===== src/rtl/ook_sched_pkg.sv =====
// ook_sched_pkg: shared types and constants for the OOK packet-burst scheduler.
//   state_t      - burst FSM state
//   *_DEF        - default burst shape for the fan-controller link
//   CMD_*        - command codes carried by request sources
package ook_sched_pkg;

    typedef enum logic {
        IDLE  = 1'b0,
        BURST = 1'b1
    } state_t;

    localparam int BURST_COUNT_DEF     = 220;
    localparam int PACKET_INTERVAL_DEF = 158400;
    localparam int TAIL_CMD_DEF        = 7;
    localparam int TAIL_COUNT_DEF      = 3;

    localparam logic [2:0] CMD_SPEED0 = 3'd0;
    localparam logic [2:0] CMD_SPEED1 = 3'd1;
    localparam logic [2:0] CMD_SPEED2 = 3'd2;
    localparam logic [2:0] CMD_SPEED3 = 3'd3;
    localparam logic [2:0] CMD_LIGHT  = 3'd4;

endpackage


===== src/rtl/ook_burst_scheduler_if.sv =====
// ook_burst_scheduler_if: request bundle from NUM_SRC command sources.
//   req_valid - per-source request
//   req_cmd   - per-source command, source i at [i*CMD_W +: CMD_W]
//   req_ready - per-source accept (at most one bit set)
// master: the request sources; slave: the scheduler.
interface ook_burst_scheduler_if #(
    parameter int NUM_SRC = 4,
    parameter int CMD_W   = 3
);
    logic [NUM_SRC-1:0]       req_valid;
    logic [NUM_SRC*CMD_W-1:0] req_cmd;
    logic [NUM_SRC-1:0]       req_ready;

    modport master (output req_valid, output req_cmd, input req_ready);
    modport slave  (input req_valid, input req_cmd, output req_ready);
endinterface


===== src/rtl/sync_fifo.sv =====
// sync_fifo: single-clock FIFO with combinational head read.
//   clk, reset     - clock, synchronous active-high reset
//   flush          - synchronous empty (pointers and count cleared)
//   push/push_data - write at tail; caller must not push when full
//   pop            - advance head; caller must not pop when empty
//   head           - current head entry
//   full, empty    - status
//   count          - number of stored entries
// DEPTH must be a power of 2 so the pointers wrap naturally.
module sync_fifo #(
    parameter int WIDTH = 8,
    parameter int DEPTH = 4,
    localparam int AW = $clog2(DEPTH),
    localparam int CW = $clog2(DEPTH + 1)
) (
    input  logic             clk,
    input  logic             reset,
    input  logic             flush,
    input  logic             push,
    input  logic [WIDTH-1:0] push_data,
    input  logic             pop,
    output logic [WIDTH-1:0] head,
    output logic             full,
    output logic             empty,
    output logic [CW-1:0]    count
);

    logic [WIDTH-1:0] mem [DEPTH];
    logic [AW-1:0]    wr_ptr;
    logic [AW-1:0]    rd_ptr;

    // Storage is not reset; only pointers/count define validity.
    always_ff @(posedge clk) begin
        if (push) begin
            mem[wr_ptr] <= push_data;
        end
    end

    always_ff @(posedge clk) begin
        if (reset || flush) begin
            wr_ptr <= '0;
            rd_ptr <= '0;
            count  <= '0;
        end else begin
            if (push) begin
                wr_ptr <= wr_ptr + AW'(1);
            end
            if (pop) begin
                rd_ptr <= rd_ptr + AW'(1);
            end
            case ({push, pop})
                2'b10:   count <= count + CW'(1);
                2'b01:   count <= count - CW'(1);
                default: count <= count;
            endcase
        end
    end

    assign head  = mem[rd_ptr];
    assign full  = (count == CW'(DEPTH));
    assign empty = (count == '0);

endmodule


===== src/rtl/ook_burst_scheduler.sv =====
// ook_burst_scheduler: fixed-priority command intake, command queue and
// burst replay for the OOK packet generator.
//   clk, reset    - clock, synchronous active-high reset
//   req           - request bundle (slave side): lowest index wins
//   abort         - one-cycle strobe: flush queue, cut burst to its tail
//   start_packet  - one-cycle packet start pulse
//   cur_cmd       - command for the packet started by start_packet
//   busy          - burst in progress
//   queue_count   - queued commands
// Each popped command becomes BURST_COUNT pulses PACKET_INTERVAL apart;
// the last TAIL_COUNT pulses carry TAIL_CMD.
module ook_burst_scheduler
    import ook_sched_pkg::*;
#(
    parameter int NUM_SRC         = 4,
    parameter int CMD_W           = 3,
    parameter int BURST_COUNT     = BURST_COUNT_DEF,
    parameter int TAIL_COUNT      = TAIL_COUNT_DEF,
    parameter int TAIL_CMD        = TAIL_CMD_DEF,
    parameter int IDLE_CMD        = 7,
    parameter int PACKET_INTERVAL = PACKET_INTERVAL_DEF,
    parameter int QUEUE_DEPTH     = 4,
    localparam int QCW = $clog2(QUEUE_DEPTH + 1)
) (
    input  logic                   clk,
    input  logic                   reset,
    ook_burst_scheduler_if.slave   req,
    input  logic                   abort,
    output logic                   start_packet,
    output logic [CMD_W-1:0]       cur_cmd,
    output logic                   busy,
    output logic [QCW-1:0]         queue_count
);

    localparam int TW = $clog2(PACKET_INTERVAL);
    localparam int PW = $clog2(BURST_COUNT + 1);

    localparam logic [TW-1:0]    TIMER_RELOAD = TW'(PACKET_INTERVAL - 1);
    localparam logic [PW-1:0]    PKT_LOAD     = PW'(BURST_COUNT);
    localparam logic [PW-1:0]    PKT_TAIL     = PW'(TAIL_COUNT);
    localparam logic [CMD_W-1:0] TAIL_C       = CMD_W'(TAIL_CMD);
    localparam logic [CMD_W-1:0] IDLE_C       = CMD_W'(IDLE_CMD);

    // ---------------- arbitration ----------------
    logic [NUM_SRC-1:0] grant;
    logic [NUM_SRC-1:0] accept;
    logic [CMD_W-1:0]   push_cmd;
    logic               push;
    logic               pop;
    logic               q_full;
    logic               q_empty;
    logic [CMD_W-1:0]   q_head;

    // x & -x isolates the lowest set bit: the highest-priority requester.
    assign grant  = req.req_valid & (~req.req_valid + NUM_SRC'(1));
    assign accept = (q_full || abort || reset) ? '0 : grant;
    assign push   = |accept;

    assign req.req_ready = accept;

    always_comb begin
        push_cmd = '0;
        for (int i = 0; i < NUM_SRC; i++) begin
            if (accept[i]) begin
                push_cmd = req.req_cmd[i*CMD_W +: CMD_W];
            end
        end
    end

    // ---------------- command queue ----------------
    sync_fifo #(
        .WIDTH(CMD_W),
        .DEPTH(QUEUE_DEPTH)
    ) u_queue (
        .clk      (clk),
        .reset    (reset),
        .flush    (abort),
        .push     (push),
        .push_data(push_cmd),
        .pop      (pop),
        .head     (q_head),
        .full     (q_full),
        .empty    (q_empty),
        .count    (queue_count)
    );

    // ---------------- burst FSM ----------------
    state_t           state, state_n;
    logic [TW-1:0]    timer, timer_n;
    logic [PW-1:0]    pkt_left, pkt_n, pkt_eff;
    logic [CMD_W-1:0] cmd_reg, cmd_n;
    logic [CMD_W-1:0] cur_n;
    logic             start_n;
    logic             busy_n;

    always_ff @(posedge clk) begin
        if (reset) begin
            state        <= IDLE;
            timer        <= '0;
            pkt_left     <= '0;
            cmd_reg      <= '0;
            start_packet <= 1'b0;
            cur_cmd      <= IDLE_C;
            busy         <= 1'b0;
        end else begin
            state        <= state_n;
            timer        <= timer_n;
            pkt_left     <= pkt_n;
            cmd_reg      <= cmd_n;
            start_packet <= start_n;
            cur_cmd      <= cur_n;
            busy         <= busy_n;
        end
    end

    always_comb begin
        state_n = state;
        timer_n = timer;
        pkt_n   = pkt_left;
        cmd_n   = cmd_reg;
        cur_n   = cur_cmd;
        start_n = 1'b0;
        busy_n  = busy;
        pop     = 1'b0;

        // Abort only shortens the packets still to be issued; applying it
        // before the issue decision makes a coinciding packet the first tail.
        pkt_eff = (abort && (pkt_left > PKT_TAIL)) ? PKT_TAIL : pkt_left;

        case (state)
            IDLE: begin
                if (busy) begin
                    // First cycle back in IDLE: drop busy before the next pop,
                    // so consecutive bursts show a visible busy gap.
                    busy_n = 1'b0;
                    cur_n  = IDLE_C;
                end else if (!q_empty && !abort) begin
                    pop     = 1'b1;
                    cmd_n   = q_head;
                    pkt_n   = PKT_LOAD;
                    timer_n = '0;
                    busy_n  = 1'b1;
                    state_n = BURST;
                end
            end
            BURST: begin
                if (timer != '0) begin
                    timer_n = timer - TW'(1);
                    pkt_n   = pkt_eff;
                end else if (pkt_eff != '0) begin
                    start_n = 1'b1;
                    cur_n   = (pkt_eff <= PKT_TAIL) ? TAIL_C : cmd_reg;
                    pkt_n   = pkt_eff - PW'(1);
                    timer_n = TIMER_RELOAD;
                end else begin
                    // Reached only after a full trailing interval.
                    state_n = IDLE;
                end
            end
            default: state_n = IDLE;
        endcase
    end

endmodule

===== src/flat_wrapper.sv =====
// flat-port wrapper written by rule: the top's interface ports become plain ports
module ook_burst_scheduler_flat import ook_sched_pkg::*;
#(
    parameter int NUM_SRC         = 4,
    parameter int CMD_W           = 3,
    parameter int BURST_COUNT     = BURST_COUNT_DEF,
    parameter int TAIL_COUNT      = TAIL_COUNT_DEF,
    parameter int TAIL_CMD        = TAIL_CMD_DEF,
    parameter int IDLE_CMD        = 7,
    parameter int PACKET_INTERVAL = PACKET_INTERVAL_DEF,
    parameter int QUEUE_DEPTH     = 4,
    localparam int QCW = $clog2(QUEUE_DEPTH + 1)
)
  (clk, reset, abort, start_packet, cur_cmd, busy, queue_count, req_req_valid, req_req_cmd, req_req_ready);
  ook_burst_scheduler_if #(.NUM_SRC(NUM_SRC), .CMD_W(CMD_W)) req_i ();
  input  logic clk;
  input  logic reset;
  input  logic abort;
  output logic start_packet;
  output logic [CMD_W-1:0] cur_cmd;
  output logic busy;
  output logic [QCW-1:0] queue_count;
  input wire logic [$bits(req_i.req_valid)-1:0] req_req_valid;
  input wire logic [$bits(req_i.req_cmd)-1:0] req_req_cmd;
  output wire logic [$bits(req_i.req_ready)-1:0] req_req_ready;
  assign req_i.req_valid = req_req_valid;
  assign req_i.req_cmd = req_req_cmd;
  assign req_req_ready = req_i.req_ready;
  ook_burst_scheduler #(.NUM_SRC(NUM_SRC), .CMD_W(CMD_W), .BURST_COUNT(BURST_COUNT), .TAIL_COUNT(TAIL_COUNT), .TAIL_CMD(TAIL_CMD), .IDLE_CMD(IDLE_CMD), .PACKET_INTERVAL(PACKET_INTERVAL), .QUEUE_DEPTH(QUEUE_DEPTH)) u_core (.clk(clk), .reset(reset), .req(req_i), .abort(abort), .start_packet(start_packet), .cur_cmd(cur_cmd), .busy(busy), .queue_count(queue_count));
endmodule

===== config.mk =====
export PLATFORM = sky130hd
export DESIGN_NAME = ook_burst_scheduler_flat
export DESIGN_NICKNAME = d
export VERILOG_FILES = /design/src/rtl/ook_sched_pkg.sv /design/src/rtl/ook_burst_scheduler_if.sv /design/src/rtl/sync_fifo.sv /design/src/rtl/ook_burst_scheduler.sv /design/src/flat_wrapper.sv
export SDC_FILE = /design/constraint.sdc
export NUM_CORES = 1
export LEC_CHECK = 0
export ABC_AREA = 1
export BUFFER_PORTS_ARGS = -buffer_cell sky130_fd_sc_hd__buf_2
export CAP_MARGIN = 20
export CORE_MARGIN = 2
export CORE_UTILIZATION = 35
export CTS_BUF_LIST = sky130_fd_sc_hd__clkbuf_4 sky130_fd_sc_hd__clkbuf_8
export CTS_CLUSTER_DIAMETER = 150
export CTS_CLUSTER_SIZE = 20
export DETAILED_ROUTE_END_ITERATION = 10
export SYNTH_ARGS = -nofsm -noshare
export SYNTH_HDL_FRONTEND = slang
export SYNTH_SLANG_ARGS = --single-unit

===== constraint.sdc =====
create_clock -name clk -period 1.8 [get_ports clk]
set_input_delay 0.09 -clock clk [delete_from_list [all_inputs] [get_ports clk]]
set_output_delay 0.09 -clock clk [all_outputs]
set_load 0.05 [all_outputs]

==> results.toml <==
[outcome]
run_status = "finished clean"

[floorplan]
die_h_um = 95.7
fp.dieW_um = 95.7
die_area_um2 = 9150
start_util_pct = 36.0
row_count = 33
io_pins = 31
coreArea_um2 = 8180

[sta]
period_share_pct = 94.6
drv_slew = 0
period_minus_slack_ns = 1.70
finalWorstSetupSlack_ns = 0.0979
relSlewSlack_pct = 73.3
rsz0062_at_grt = "true"
whs_ns = 0.158
max_freq_mhz = 588
fin_skew_ns = 0.0171
hold_viol_final = 0
finalSetupViolCount = 0
worst_slew_pin_slew_ns = 0.399

[layout]
layout_common_cells = "86 x nand2_1, 70 x nor2_1, 43 x inv_1"
fin_area_um2 = 3580
final_common_cell = "nand2_1"
top_regs = "u_core.timer x18, u_core.u_queue.mem x12, u_core.pkt_left x8"
regMostFlops = "u_core.timer"
antennaDiodeCount = 0
final_nets = 491
drive_above_1_share_pct = 21.9
area_growth_pct = 21.6
largest_register_ffs = 18

[worst_hold_path]
min_from = "req_req_cmd[6]"
worst_hold_path_type = "primary input to flip-flop"
whs_path_depth = 3
hold_path_end = "u_core.u_queue.mem[2][0]"

[detailed_routing]
vias_per_cell = 4.79
wire_per_inst_um = 11.7
drt_iter0_drc = 149
detailroute.via_count = 2734
drc = 0
routed_wl_um = 6700
ant_nets = 0
dr.pass1.iters = 4

[placed_design]
globalplace.congestion = 0.846
dpl_cell_area_um2 = 3410
post-place-ws_ns = -0.0210
port_buffers = 30
hpwl_um = 5210

[synthesis]
ys_seq_area_share_pct = 40.8
synthCells = 415
syn_avg_cell_area_um2 = 7.09
synth-seq-cells = 54
synth-warning-count = 0
synth.distinct_cells = 35
synth_fp_nets = 441
netlist_area_um2 = 2940

[power_and_ir_drop]
power_uw = 3860
p_leak_uw = 0.00158
power.density_nw_per_um2 = 1080
power_frac_clock_pct = 18.2
p_int_uw = 2300
seq_power_share_pct = 35.6
p_sw_uw = 1560
p_sw_share_pct = 40.3
combinationalPowerShare_pct = 46.3
vdd.ir_drop.worst_mv = 0.530

[clock_tree]
clkTransAtPathRegs_ns = 0.09
htree_levels = 2
clockRootBuffer = "clkbuf_8"
cts_tree = "built"
numClockSinks = 54
ctsLongestPathBuffers = 2
postCtsHoldBufs = 0
clk_latency_ns = 0.31
cts_buffers = 5

[critical_path]
rr_startpoint = "u_core.u_queue.count[1]"
crit_path_max_incr_delay_ns = 0.37
rr_endpoint = "u_core.u_queue.count[2]"
end_kind = "flip-flop"
r2r_slack_ns = 0.1
start_kind = "flip-flop"
arrival_ns = 1.94
critical_path_class = "flip-flop to flip-flop"
ff2ff_path_depth = 12
crit_fanout = 4
crit_buf_inv = 3
cp_slowest_cell = "dfxtp_4"
path_delay_family = "compound AO/OA/AOI/OAI gates"
critPathRequiredTime_ns = 2.04
crit_chain = "inv_4 -> nand3_4 -> nand2_4 -> a31oi_2 -> clkinv_2 -> ha_4 -> inv_2 -> fa_2 -> a21oi_2 -> o21a_1 -> o21ai_1 -> a21oi_1"

[global_route]
use_met3_pct = 3.40
grt_pass1_wl_um = 11200
grt_max_degree = 17
use_met2_pct = 26.5
grt_pass1_vias = 2502
met1_usage_pct = 20.1
grt_usage_pct = 15.6
overflow = 0
antenna_found_initial = 0
grt-busiest-layer = "met2"

[run]
max_cap_violations = 0
## stage by stage
step / utilization, % / cells / setup TNS, ns
6_report: 43.8 / 571 / 0
3_3_place_gp: 41.7 / 562 / 0
3_5_place_dp: 41.7 / 562 / -0.0379
4_1_cts: 42.9 / 570 / 0
5_1_grt: 43.8 / 571 / -0.00414
2_1_floorplan: - / 415 / -0.364
## final cells by class
type	count	area (µm²)
Tap cell	105	131
Multi-Input combinational cell	304	1630
Fill cell	865	4600
Sequential cell	54	1210
Timing Repair Buffer	49	305
Inverter	51	205
Clock buffer	7	83.8
Clock inverter	1	7.51
## worst register-to-register path, cell delays in order, from the launching register on
cell,delay [ns]
dfxtp_4,0.37
inv_4,0.07
nand3_4,0.08
nand2_4,0.06
a31oi_2,0.04
clkinv_2,0.08
ha_4,0.12
inv_2,0.04
fa_2,0.34
a21oi_2,0.12
o21a_1,0.15
o21ai_1,0.06
a21oi_1,0.10
## cells in the mapped netlist
library cell,number,area (µm²)
a21oi_1,20,100
a31oi_1,4,25.0
buf_4,1,7.51
buf_6,1,11.3
clkbuf_1,4,15.0
clkinv_1,1,3.75
dfxtp_1,42,841
edfxtp_1,12,360
fa_1,1,20.0
ha_1,6,75.1
inv_1,47,176
inv_2,2,7.51
inv_4,1,6.26
nand2_1,88,330
nand2_2,5,31.3
nand2_4,1,11.3
nand3_1,30,150
nand3_2,1,10.0
nand3_4,2,35.0
nand4_1,10,62.6
nand4_2,1,12.5
nor2_1,74,278
nor2_2,3,18.8
nor2_4,1,11.3
nor2_8,1,20.0
nor3_1,3,15.0
nor4_1,1,6.26
o21a_1,1,7.51
o21ai_0,29,145
o21ai_1,10,50.1
o31ai_1,2,15.0
or2_1,1,6.26
or2_2,1,6.26
xnor2_1,4,35.0
xor2_1,4,35.0
## cell families (layout without fill, tap and decap cells)
kind of cell,after synthesis,in the layout,synth area share (%)
AND/OR/NAND/NOR,223,223,34.2
XOR/XNOR,8,8,2.38
buffers and inverters,57,108,7.74
adder cells (fa/ha/maj),7,7,3.23
flip-flops,54,54,40.8
AO/OA/AOI/OAI,66,66,11.7
## per-layer routing
metal	wire (µm)	up-vias	part of all wire [%]
li1	-	1452	-
met1	3220	1237	48
met2	3210	40	48
met3	225	5	3.4
met4	44	0	0.66
met5	0	-	0
## power groups by stage
stage,sequential (µW),combinational (µW),clock (µW)
finish,1370,1790,701
global route,1380,2000,777
global placement,1400,1670,0
detailed placement,1400,1680,0
floorplan,1400,1190,0
CTS,1370,1690,729
## timing repair
item                                    in CTS  in global routing
cloned                                       0                  0
endpoints found under the setup margin       6                 22
setup buffers                                0                  1
pin swaps                                    0                  3
resized for setup                            1                 17
## worst max path at each step
stage / from / cells past startpoint / slack, ns / endpoint
floorplan: u_core.u_queue.count[1] / 6 / -0.03 / u_core.u_queue.mem[0][0]
global placement: u_core.timer[0] / 11 / 0.06 / u_core.timer[17]
detailed placement: u_core.timer[0] / 11 / -0.02 / u_core.timer[5]
CTS: u_core.timer[0] / 11 / 0.05 / u_core.pkt_left[4]
global route: u_core.u_queue.count[1] / 12 / -0.004 / u_core.u_queue.count[2]
finish: u_core.u_queue.count[1] / 12 / 0.1 / u_core.u_queue.count[2]
No activity file was read; power rests on OpenSTA's default activity.
